==> src/rtl/synth_pkg.sv <==
// Shared constants, state encoding and rounding helper for the synthesis combiner.
package synth_pkg;

    localparam int unsigned NUM_BANDS   = 16;
    localparam int unsigned BAND_W      = 35;  // sfix35_En32
    localparam int unsigned GAIN_W      = 16;  // sfix16_En14
    localparam int unsigned PROD_W      = BAND_W + GAIN_W;  // En46
    localparam int unsigned ACC_W       = 55;  // En46, 4 guard bits over the product
    localparam int unsigned OUT_W       = 14;  // sfix14_En12
    localparam int unsigned ROUND_SHIFT = 34;  // En46 -> En12
    localparam int unsigned RND_W       = ACC_W - ROUND_SHIFT;
    localparam int unsigned CNT_W       = $clog2(NUM_BANDS);

    localparam logic signed [GAIN_W-1:0] GAIN_ONE = 16'sd16384;
    localparam int OUT_MAX = 8191;
    localparam int OUT_MIN = -8192;

    typedef enum logic [1:0] {
        IDLE,
        ACC,
        OUT
    } state_e;

    // Round half-up (toward +inf on ties) from En46 down to En12.
    function automatic logic signed [RND_W-1:0] round_en12(input logic signed [ACC_W-1:0] acc);
        logic signed [ACC_W-1:0] biased;
        biased = acc + (ACC_W'(1) << (ROUND_SHIFT - 1));
        return biased[ACC_W-1:ROUND_SHIFT];
    endfunction

endpackage

==> src/rtl/synthesis_combiner_if.sv <==
// Band-set input, gain write port and reconstructed-sample output of the combiner.
interface synthesis_combiner_if;
    import synth_pkg::*;

    logic [NUM_BANDS-1:0][BAND_W-1:0] band_in;
    logic                             in_valid;
    logic                             in_ready;
    logic                             gain_we;
    logic [CNT_W-1:0]                 gain_addr;
    logic [GAIN_W-1:0]                gain_data;
    logic [OUT_W-1:0]                 sample_out;
    logic                             out_valid;
    logic                             out_sat;

    modport master (
        output band_in, in_valid, gain_we, gain_addr, gain_data,
        input  in_ready, sample_out, out_valid, out_sat
    );

    modport slave (
        input  band_in, in_valid, gain_we, gain_addr, gain_data,
        output in_ready, sample_out, out_valid, out_sat
    );

endinterface

==> src/rtl/combiner_mac.sv <==
// Registered signed 35x16 multiply-accumulate with synchronous clear.
module combiner_mac
    import synth_pkg::*;
(
    input  logic                     clock,
    input  logic                     reset,
    input  logic                     clk_enable,
    input  logic                     clear,
    input  logic                     acc_en,
    input  logic signed [BAND_W-1:0] band,
    input  logic signed [GAIN_W-1:0] gain,
    output logic signed [ACC_W-1:0]  acc
);

    logic signed [PROD_W-1:0] prod;
    logic signed [ACC_W-1:0]  acc_d;
    logic signed [ACC_W-1:0]  acc_q;

    // Full-precision product and next accumulator value; clear wins over accumulate.
    always_comb begin
        prod  = PROD_W'(band) * PROD_W'(gain);
        acc_d = acc_q;
        if (clear) begin
            acc_d = '0;
        end else if (acc_en) begin
            acc_d = acc_q + ACC_W'(prod);
        end
    end

    // Accumulator register, frozen while clk_enable is low.
    always_ff @(posedge clock or posedge reset) begin
        if (reset) begin
            acc_q <= '0;
        end else if (clk_enable) begin
            acc_q <= acc_d;
        end
    end

    assign acc = acc_q;

endmodule

==> src/rtl/synthesis_combiner.sv <==
// Serial 16-band synthesis: latch a band set, weight and sum it through one MAC,
// then round and saturate to the 14-bit sample format.
module synthesis_combiner
    import synth_pkg::*;
(
    input  logic                 clock,
    input  logic                 reset,
    input  logic                 clk_enable,
    synthesis_combiner_if.slave  bus
);

    localparam logic signed [RND_W-1:0] RND_MAX = RND_W'(OUT_MAX);
    localparam logic signed [RND_W-1:0] RND_MIN = RND_W'(OUT_MIN);

    state_e                    state_q, state_d;
    logic [CNT_W-1:0]          cnt_q, cnt_d;
    logic signed [BAND_W-1:0]  band_q [NUM_BANDS];
    logic signed [GAIN_W-1:0]  gain_q [NUM_BANDS];
    logic signed [OUT_W-1:0]   sample_q, sample_d;
    logic                      out_valid_q, out_sat_q, out_sat_d;

    logic                      latch;
    logic                      mac_clear;
    logic                      mac_en;
    logic                      out_load;
    logic                      gain_wr;
    logic signed [ACC_W-1:0]   acc;
    logic signed [RND_W-1:0]   rnd;

    combiner_mac u_mac (
        .clock      (clock),
        .reset      (reset),
        .clk_enable (clk_enable),
        .clear      (mac_clear),
        .acc_en     (mac_en),
        .band       (band_q[cnt_q]),
        .gain       (gain_q[cnt_q]),
        .acc        (acc)
    );

    // Next-state and control decode for IDLE -> ACC (16 bands) -> OUT.
    always_comb begin
        state_d   = state_q;
        cnt_d     = cnt_q;
        latch     = 1'b0;
        mac_clear = 1'b0;
        mac_en    = 1'b0;
        out_load  = 1'b0;
        unique case (state_q)
            IDLE: begin
                if (bus.in_valid) begin
                    latch     = 1'b1;
                    mac_clear = 1'b1;
                    cnt_d     = '0;
                    state_d   = ACC;
                end
            end
            ACC: begin
                mac_en = 1'b1;
                cnt_d  = cnt_q + 1'b1;
                if (cnt_q == CNT_W'(NUM_BANDS - 1)) begin
                    state_d = OUT;
                end
            end
            OUT: begin
                out_load = 1'b1;
                state_d  = IDLE;
            end
            default: state_d = IDLE;
        endcase
    end

    // Round the finished sum and clip it into the output range.
    always_comb begin
        rnd       = round_en12(acc);
        out_sat_d = 1'b0;
        sample_d  = rnd[OUT_W-1:0];
        if (rnd > RND_MAX) begin
            sample_d  = OUT_W'(OUT_MAX);
            out_sat_d = 1'b1;
        end else if (rnd < RND_MIN) begin
            sample_d  = OUT_W'(OUT_MIN);
            out_sat_d = 1'b1;
        end
    end

    // FSM, band counter and output registers.
    always_ff @(posedge clock or posedge reset) begin
        if (reset) begin
            state_q     <= IDLE;
            cnt_q       <= '0;
            sample_q    <= '0;
            out_valid_q <= 1'b0;
            out_sat_q   <= 1'b0;
        end else if (clk_enable) begin
            state_q     <= state_d;
            cnt_q       <= cnt_d;
            out_valid_q <= out_load;
            if (out_load) begin
                sample_q  <= sample_d;
                out_sat_q <= out_sat_d;
            end
        end
    end

    // Gains only change while idle, so a sample never mixes old and new gains.
    assign gain_wr = bus.gain_we && (state_q == IDLE);

    // Band latch and gain file.
    always_ff @(posedge clock or posedge reset) begin
        if (reset) begin
            for (int i = 0; i < NUM_BANDS; i++) begin
                band_q[i] <= '0;
                gain_q[i] <= GAIN_ONE;
            end
        end else if (clk_enable) begin
            for (int i = 0; i < NUM_BANDS; i++) begin
                if (latch) begin
                    band_q[i] <= $signed(bus.band_in[i]);
                end
                if (gain_wr && (bus.gain_addr == CNT_W'(i))) begin
                    gain_q[i] <= $signed(bus.gain_data);
                end
            end
        end
    end

    assign bus.in_ready   = (state_q == IDLE);
    assign bus.sample_out = sample_q;
    assign bus.out_valid  = out_valid_q;
    assign bus.out_sat    = out_sat_q;

endmodule
==> src/flat_wrapper.sv <==
// flat-port wrapper written by rule: the top's interface ports become plain ports
module synthesis_combiner_flat import synth_pkg::*;
  (clock, reset, clk_enable, bus_band_in, bus_in_valid, bus_gain_we, bus_gain_addr, bus_gain_data, bus_in_ready, bus_sample_out, bus_out_valid, bus_out_sat);
  synthesis_combiner_if bus_i ();
  input  logic clock;
  input  logic reset;
  input  logic clk_enable;
  input wire logic [$bits(bus_i.band_in)-1:0] bus_band_in;
  input wire logic [$bits(bus_i.in_valid)-1:0] bus_in_valid;
  input wire logic [$bits(bus_i.gain_we)-1:0] bus_gain_we;
  input wire logic [$bits(bus_i.gain_addr)-1:0] bus_gain_addr;
  input wire logic [$bits(bus_i.gain_data)-1:0] bus_gain_data;
  output wire logic [$bits(bus_i.in_ready)-1:0] bus_in_ready;
  output wire logic [$bits(bus_i.sample_out)-1:0] bus_sample_out;
  output wire logic [$bits(bus_i.out_valid)-1:0] bus_out_valid;
  output wire logic [$bits(bus_i.out_sat)-1:0] bus_out_sat;
  assign bus_i.band_in = bus_band_in;
  assign bus_i.in_valid = bus_in_valid;
  assign bus_i.gain_we = bus_gain_we;
  assign bus_i.gain_addr = bus_gain_addr;
  assign bus_i.gain_data = bus_gain_data;
  assign bus_in_ready = bus_i.in_ready;
  assign bus_sample_out = bus_i.sample_out;
  assign bus_out_valid = bus_i.out_valid;
  assign bus_out_sat = bus_i.out_sat;
  synthesis_combiner u_core (.clock(clock), .reset(reset), .clk_enable(clk_enable), .bus(bus_i));
endmodule
==> config.mk <==
export PLATFORM = sky130hd
export DESIGN_NAME = synthesis_combiner_flat
export DESIGN_NICKNAME = d
export VERILOG_FILES = /design/src/rtl/synth_pkg.sv /design/src/rtl/synthesis_combiner_if.sv /design/src/rtl/combiner_mac.sv /design/src/rtl/synthesis_combiner.sv /design/src/flat_wrapper.sv
export SDC_FILE = /design/constraint.sdc
export NUM_CORES = 2
export LEC_CHECK = 0
export CAP_MARGIN = 10
export CORE_MARGIN = 2
export CORE_UTILIZATION = 40
export CTS_CLUSTER_SIZE = 10
export DETAILED_ROUTE_END_ITERATION = 8
export SLEW_MARGIN = 0
export SYNTH_ARGS = -nofsm -noshare
export SYNTH_HDL_FRONTEND = slang
export SYNTH_SLANG_ARGS = --single-unit
==> constraint.sdc <==
create_clock -name clock -period 70 [get_ports clock]
set_input_delay 21 -clock clock [delete_from_list [all_inputs] [get_ports clock]]
set_output_delay 21 -clock clock [all_outputs]
set_load 0.01 [all_outputs]
* After elaboration in Yosys (flattened, before gate mapping)
Index checks and enable logic that the tools add are counted.
** Cells by class
- $add $sub $neg :: 3
- Multipliers :: 1
- Magnitude comparators :: 3
- Equality and inequality tests :: 20
- Mux-type cells :: 21
- Bitwise operators :: 1
- Reductions and logical operators :: 42
** Operators by type and width (number)
- binary-select mux 35 bit (select 4 bit) :: 1
- two-way mux 55 bit :: 2
- two-way mux 35 bit :: 2
- binary-select mux 16 bit (select 4 bit) :: 1
- adder 55 x 35 -> 55 bit, second input constant :: 1
- adder 55 x 51 -> 55 bit :: 1
- multiplier 35 x 16 -> 51 bit :: 1
- AND reduction 2 bit :: 19
- == test 4 bit, second input constant :: 9
- two-way mux 16 bit :: 2
- two-way mux 14 bit :: 2
- > comparator 21 x 14 -> 1 bit, second input constant :: 1
- less-than comparator 21 x 14 -> 1 bit, second input constant :: 1
- logical AND 1 bit :: 17
- == test 4 x 3 -> 1 bit, second input constant :: 4
- == test 4 x 2 -> 1 bit, second input constant :: 2
- case mux 4 bit (2 select lines) :: 1
- two-way mux 1 bit :: 6
- AND reduction 3 bit :: 2
- greater-or-equal comparator 5 bit, second input constant :: 1
- inverter 4 -> 5 bit :: 1
- adder 4 x 1 -> 4 bit, second input constant :: 1
- == test 4 x 1 -> 1 bit, second input constant :: 1
- logical NOT 4 bit :: 1
- 9 further kinds :: 11
** Word-level totals
- Bits in registers :: 893
- Input bits :: 585
- Output and inout port bits :: 17
- Word-level logic and storage cells :: 129

* Logic depth before layout (Yosys ltp)
- Depth in word-level cells :: 8
- Gate-level depth with buffers :: 34
- Depth with buffers taken out :: 28

* Modules after synthesis
Synthesis repeated with hierarchy kept, for this count alone.
** Second synthesis, totals
- Cells, all modules :: 5257
- Area total of the unflattened synthesis :: 61741.7 um^2
** Modules (own cells, without submodules)
- synthesis_combiner :: instances 1, cells each 2611, area an instance 38146.6 um^2, seq. area each 20990.1 um^2
- combiner_mac :: instances 1, cells each 2646, area an instance 23595.1 um^2, seq. area each 1376.3 um^2

* Worst setup path after synthesis
OpenSTA, ideal clock, no wires.
- Kind :: input to register
- Start :: input port bus_gain_addr[1]
- End :: register u_core.gain_q[16] in the netlist's numbering
- Setup time :: 0.125 ns
- Data arrival time :: 22.631 ns
- Data required time :: 69.875 ns
- Slack :: 47.244 ns
- Cell stages on the path :: 6
- Path buffers :: 3
- Cells stage by stage :: clkbuf_1 > nor3b_1 > and3_1 > clkbuf_1 > buf_1 > mux2_2
** On the way
- Word-level cells in the longest chain between the ends :: 3
** RTL lines
- start: declaration :: line flat_wrapper.sv:11 : input wire logic [$bits(bus_i.gain_addr)-1:0] bus_gain_addr;
- == test 4 bit :: line synthesis_combiner.sv:121 : if (gain_wr && (bus.gain_addr == CNT_W'(i))) begin
- logical AND 1 bit :: line synthesis_combiner.sv:121
- AND reduction 2 bit (no source line)
- end signal: indexed assignment :: line synthesis_combiner.sv:122 : gain_q[i] <= $signed(bus.gain_data);
- end: declaration :: line synthesis_combiner.sv:18 : logic signed [GAIN_W-1:0] gain_q [NUM_BANDS];
No other way between the ends.
A chain may end at the register's enable or synchronous reset.

* Worst setup path after layout
- Start :: input port clk_enable
- End :: register u_core.band_q[539] in the netlist's numbering
** On the way
- Word-level cells in the longest chain between the ends :: 1
** RTL lines
- start: declaration :: line flat_wrapper.sv:7 : input logic clk_enable;
- AND reduction 2 bit (no source line)
- end signal: indexed assignment :: line synthesis_combiner.sv:119 : band_q[i] <= $signed(bus.band_in[i]);
- end: declaration :: line synthesis_combiner.sv:17 : logic signed [BAND_W-1:0] band_q [NUM_BANDS];
No other way between the ends.

==> flow_summary_export.csv <==
group,metric,value,unit
outcome,status,"complete, no violations",
clocking,cts_buffer_depth,3,
timing,setup-tns-final,0,ns
job,maxCapViolCount,0,
die,die_w,395,um
grt,grt_remaining_overflow,0,
grt,grt_usage,24.9,%
timing,setup_viol,0,
setup_path,reg2reg_setup_slack,58.97,ns
timing,period_minus_slack,24.38,ns
timing,finalCritPeriodShare,34.8,%
setup_path,cp-end-kind,"flop",
drt,drc,0,
grt,grt_max_degree,184,
worst_hold_path,min_path_type,"flop to flop",
clocking,path_clk_slew,0.05,ns
die,num_rows,143,
die,dieArea,156000,sq um
drt,antenna_left,0,
clocking,cts_root_buffer,"clkbuf_16",
yosys,synthCells,6082,
clocking,insertion_delay,0.76,ns
die,core_area,152000,sq um
yosys,synth_enable_flop_cells,0,
worst_hold_path,holdPathStages,2,
drt,vias_per_cell,5.18,
worst_hold_path,worst_hold_startpoint,"u_core.band_q[342]",
timing,worst_pin_slew,1.23,ns
timing,drv_slew,0,
yosys,synthesis.area,61100,sq um
die,io_pins,602,
clocking,cts-resized-gates,0,
drt,vias,44682,
die,fp.dieH,395,um
timing,finalHoldViolations,0,
yosys,syn_nets,7413,
clocking,cts-htree-levels,3,
timing,max_freq,0.0410,GHz
yosys,synth_cell_types,77,
yosys,synthFlopType,"dfrtp_1",
die,start_util,40.3,%
yosys,yosys_warnings,0,
grt,grt_pass1_vias,47126,
worst_hold_path,min_to,"u_core.band_q[342]",
final_layout,drive_above_1_share,11.5,%
grt,grt_pass1_wl,295000,um
place,io_buffers,601,
drt,wl_per_cell,22.2,um
drt,first_iter_violations,3434,
setup_path,r2r_end,"u_core.u_mac.acc[54]",
timing,rsz0062_at_grt,"no",
place,hpwl,142000,um
yosys,ys_seq_area_share,36.6,%
clocking,cts_tree,"yes",
setup_path,rr_worst_depth,27,
setup_path,reg2reg_from,"u_core.cnt_q[0]",
clocking,cts.sinks,893,
setup_path,crit_path_start_kind,"input port",
setup_path,worstPathMaxFanout,116,
setup_path,path_class,"input port to flop",
yosys,avgSynthCellArea,10.0,sq um
place,routabilityCongestion,0.891,
clocking,cts_buffers,105,
yosys,synth-async-reset-ratio,100,%
timing,slew_headroom,17.8,%
clocking,post_cts_buffers,0,
setup_path,crit_arrival,25.07,ns
grt,antenna_found_initial,30,
yosys,synth-seq-cells,893,
drt,routed_wl,192000,um
clocking,cts_hold_buf,0,
setup_path,cp.required,70.68,ns
final_layout,areaGrowthSynthToFinish,18.2,%
drt,dr.pass1.iters,7,
final_layout,nets,7854,
timing,fin_skew,0.0660,ns
-- layout by cell type, fill, tap and decap left out, types with 5 or more instances in the layout --
cell type	count
nand2_1	2079
dfrtp_1	873
inv_1	701
clkdlybuf4s50_1	601
fa_1	599
mux2_2	279
nor2_1	272
mux4_2	234
ha_1	147
clkbuf_16	106
o21ai_0	87
a21oi_1	61
buf_4	61
xnor2_1	45
nand3_1	36
nor2b_1	36
clkbuf_1	34
a21o_1	33
xor2_1	27
mux2i_1	23
o21a_1	20
diode_2	19
and2_1	17
o21ai_1	16
dfstp_2	16
a31oi_1	13
nand2b_1	11
and3_1	10
nand4_1	10
clkbuf_8	8
nor3_1	7
o21ai_2	7
o21bai_1	7
o31ai_1	5
clkinv_16	5
buf_12	5
-- routing by layer --
| metal | wire length [um] | GRT usage (%) |
|---|---|---|
| met3 | 12500 | 4.54 |
| met2 | 89800 | 39.8 |
| met5 | 138 | 0 |
| met1 | 84200 | 34.9 |
| met4 | 5010 | 6.97 |
-- logic make-up (layout without fill, tap and decap cells) --
group	Yosys count	in the layout	synth area share, %
AOI/OAI and AO/OA	289	289	2.97
buffers and inverters	1036	1531	6.52
and+or+nand+nor	2509	2509	16.0
other	0	19	0
xor gates and xnor gates	73	73	1.06
adders and majority gates	746	746	22.6
DFF	893	893	36.6
muxes	536	536	14.1
-- worst max-delay path: stages --
cell and delay, ns:
clkdlybuf4s50_1 0.74, nand3_4 0.80, buf_4 0.99, buf_4 1.01, nand2_1 0.15, nand2_1 0.11
-- through the flow --
step	hold WS, ns	std cells	setup slack [ns]	util, %	instance area (sq um)
global placement	0.451	8446	44.88	45.4	68900
CTS	0.471	8607	45.69	47.5	72100
finish	0.465	8626	45.62	47.6	72200
global route	0.481	8620	45.34	47.6	72200
floorplan	0.440	6082	23.92	-	61100
detailed placement	0.457	8446	44.88	45.4	68900
-- worst max path at each step --
stage                           from                  to  slack [ns]  cells after the start
after floorplan                reset    u_core.band_q[0]       23.92                      1
after global placement    clk_enable  u_core.band_q[508]       44.88                      6
after detailed placement  clk_enable  u_core.band_q[403]       44.88                      6
after CTS                 clk_enable  u_core.band_q[287]       45.69                      6
after global routing      clk_enable  u_core.band_q[393]       45.34                      6
final                     clk_enable  u_core.band_q[539]       45.62                      6
-- flip-flops by register name (all words and copies together) (netlist names) --
register and count:
u_core.u_mac.acc 55, u_core.bus.out_valid 1, u_core.cnt_q 4, u_core.bus.sample_out 14, u_core.state_q 2, u_core.band_q 560, u_core.gain_q 256, u_core.bus.out_sat 1
-- cell usage after synthesis (5+ instances only) --
| library cell | count | share of area [%] |
|---|---|---|
| o21bai_1 | 7 | 0.086 |
| xnor2_1 | 45 | 0.65 |
| nand2b_1 | 11 | 0.11 |
| mux2_2 | 279 | 5.1 |
| nor2b_1 | 36 | 0.37 |
| clkbuf_1 | 259 | 1.6 |
| dfstp_2 | 16 | 0.69 |
| nand4_1 | 10 | 0.10 |
| inv_1 | 702 | 4.3 |
| and3_1 | 11 | 0.11 |
| o21ai_1 | 21 | 0.17 |
| buf_2 | 54 | 0.44 |
| nand2_1 | 2079 | 13 |
| nand3_1 | 37 | 0.30 |
| buf_4 | 6 | 0.074 |
| mux2i_1 | 23 | 0.38 |
| mux4_2 | 234 | 8.6 |
| a31oi_1 | 13 | 0.13 |
| a21o_1 | 33 | 0.41 |
| and2_1 | 17 | 0.17 |
| dfrtp_1 | 877 | 36 |
| xor2_1 | 27 | 0.39 |
| o31ai_1 | 5 | 0.061 |
| fa_1 | 599 | 20 |
| ha_1 | 147 | 3.0 |
| o21a_1 | 20 | 0.25 |
| nor2_1 | 273 | 1.7 |
| nor3_1 | 7 | 0.057 |
| buf_1 | 12 | 0.074 |
| o21ai_0 | 88 | 0.72 |
| a21oi_1 | 61 | 0.50 |
-- layout make-up --
cell class / count / area (sq um)
timing repair buffer: 667 / 6570
inverter: 703 / 2650
multi-input combinational: 4153 / 34800
antenna: 19 / 47.5
fill: 14275 / 79600
tap: 2030 / 2540
clock inverter: 13 / 308
clock buffer: 148 / 2890
sequential: 893 / 22400
Power is left out: the tool's default activity adds up to more than one toggle a clock period on the data nets, which glitch-free logic cannot reach.
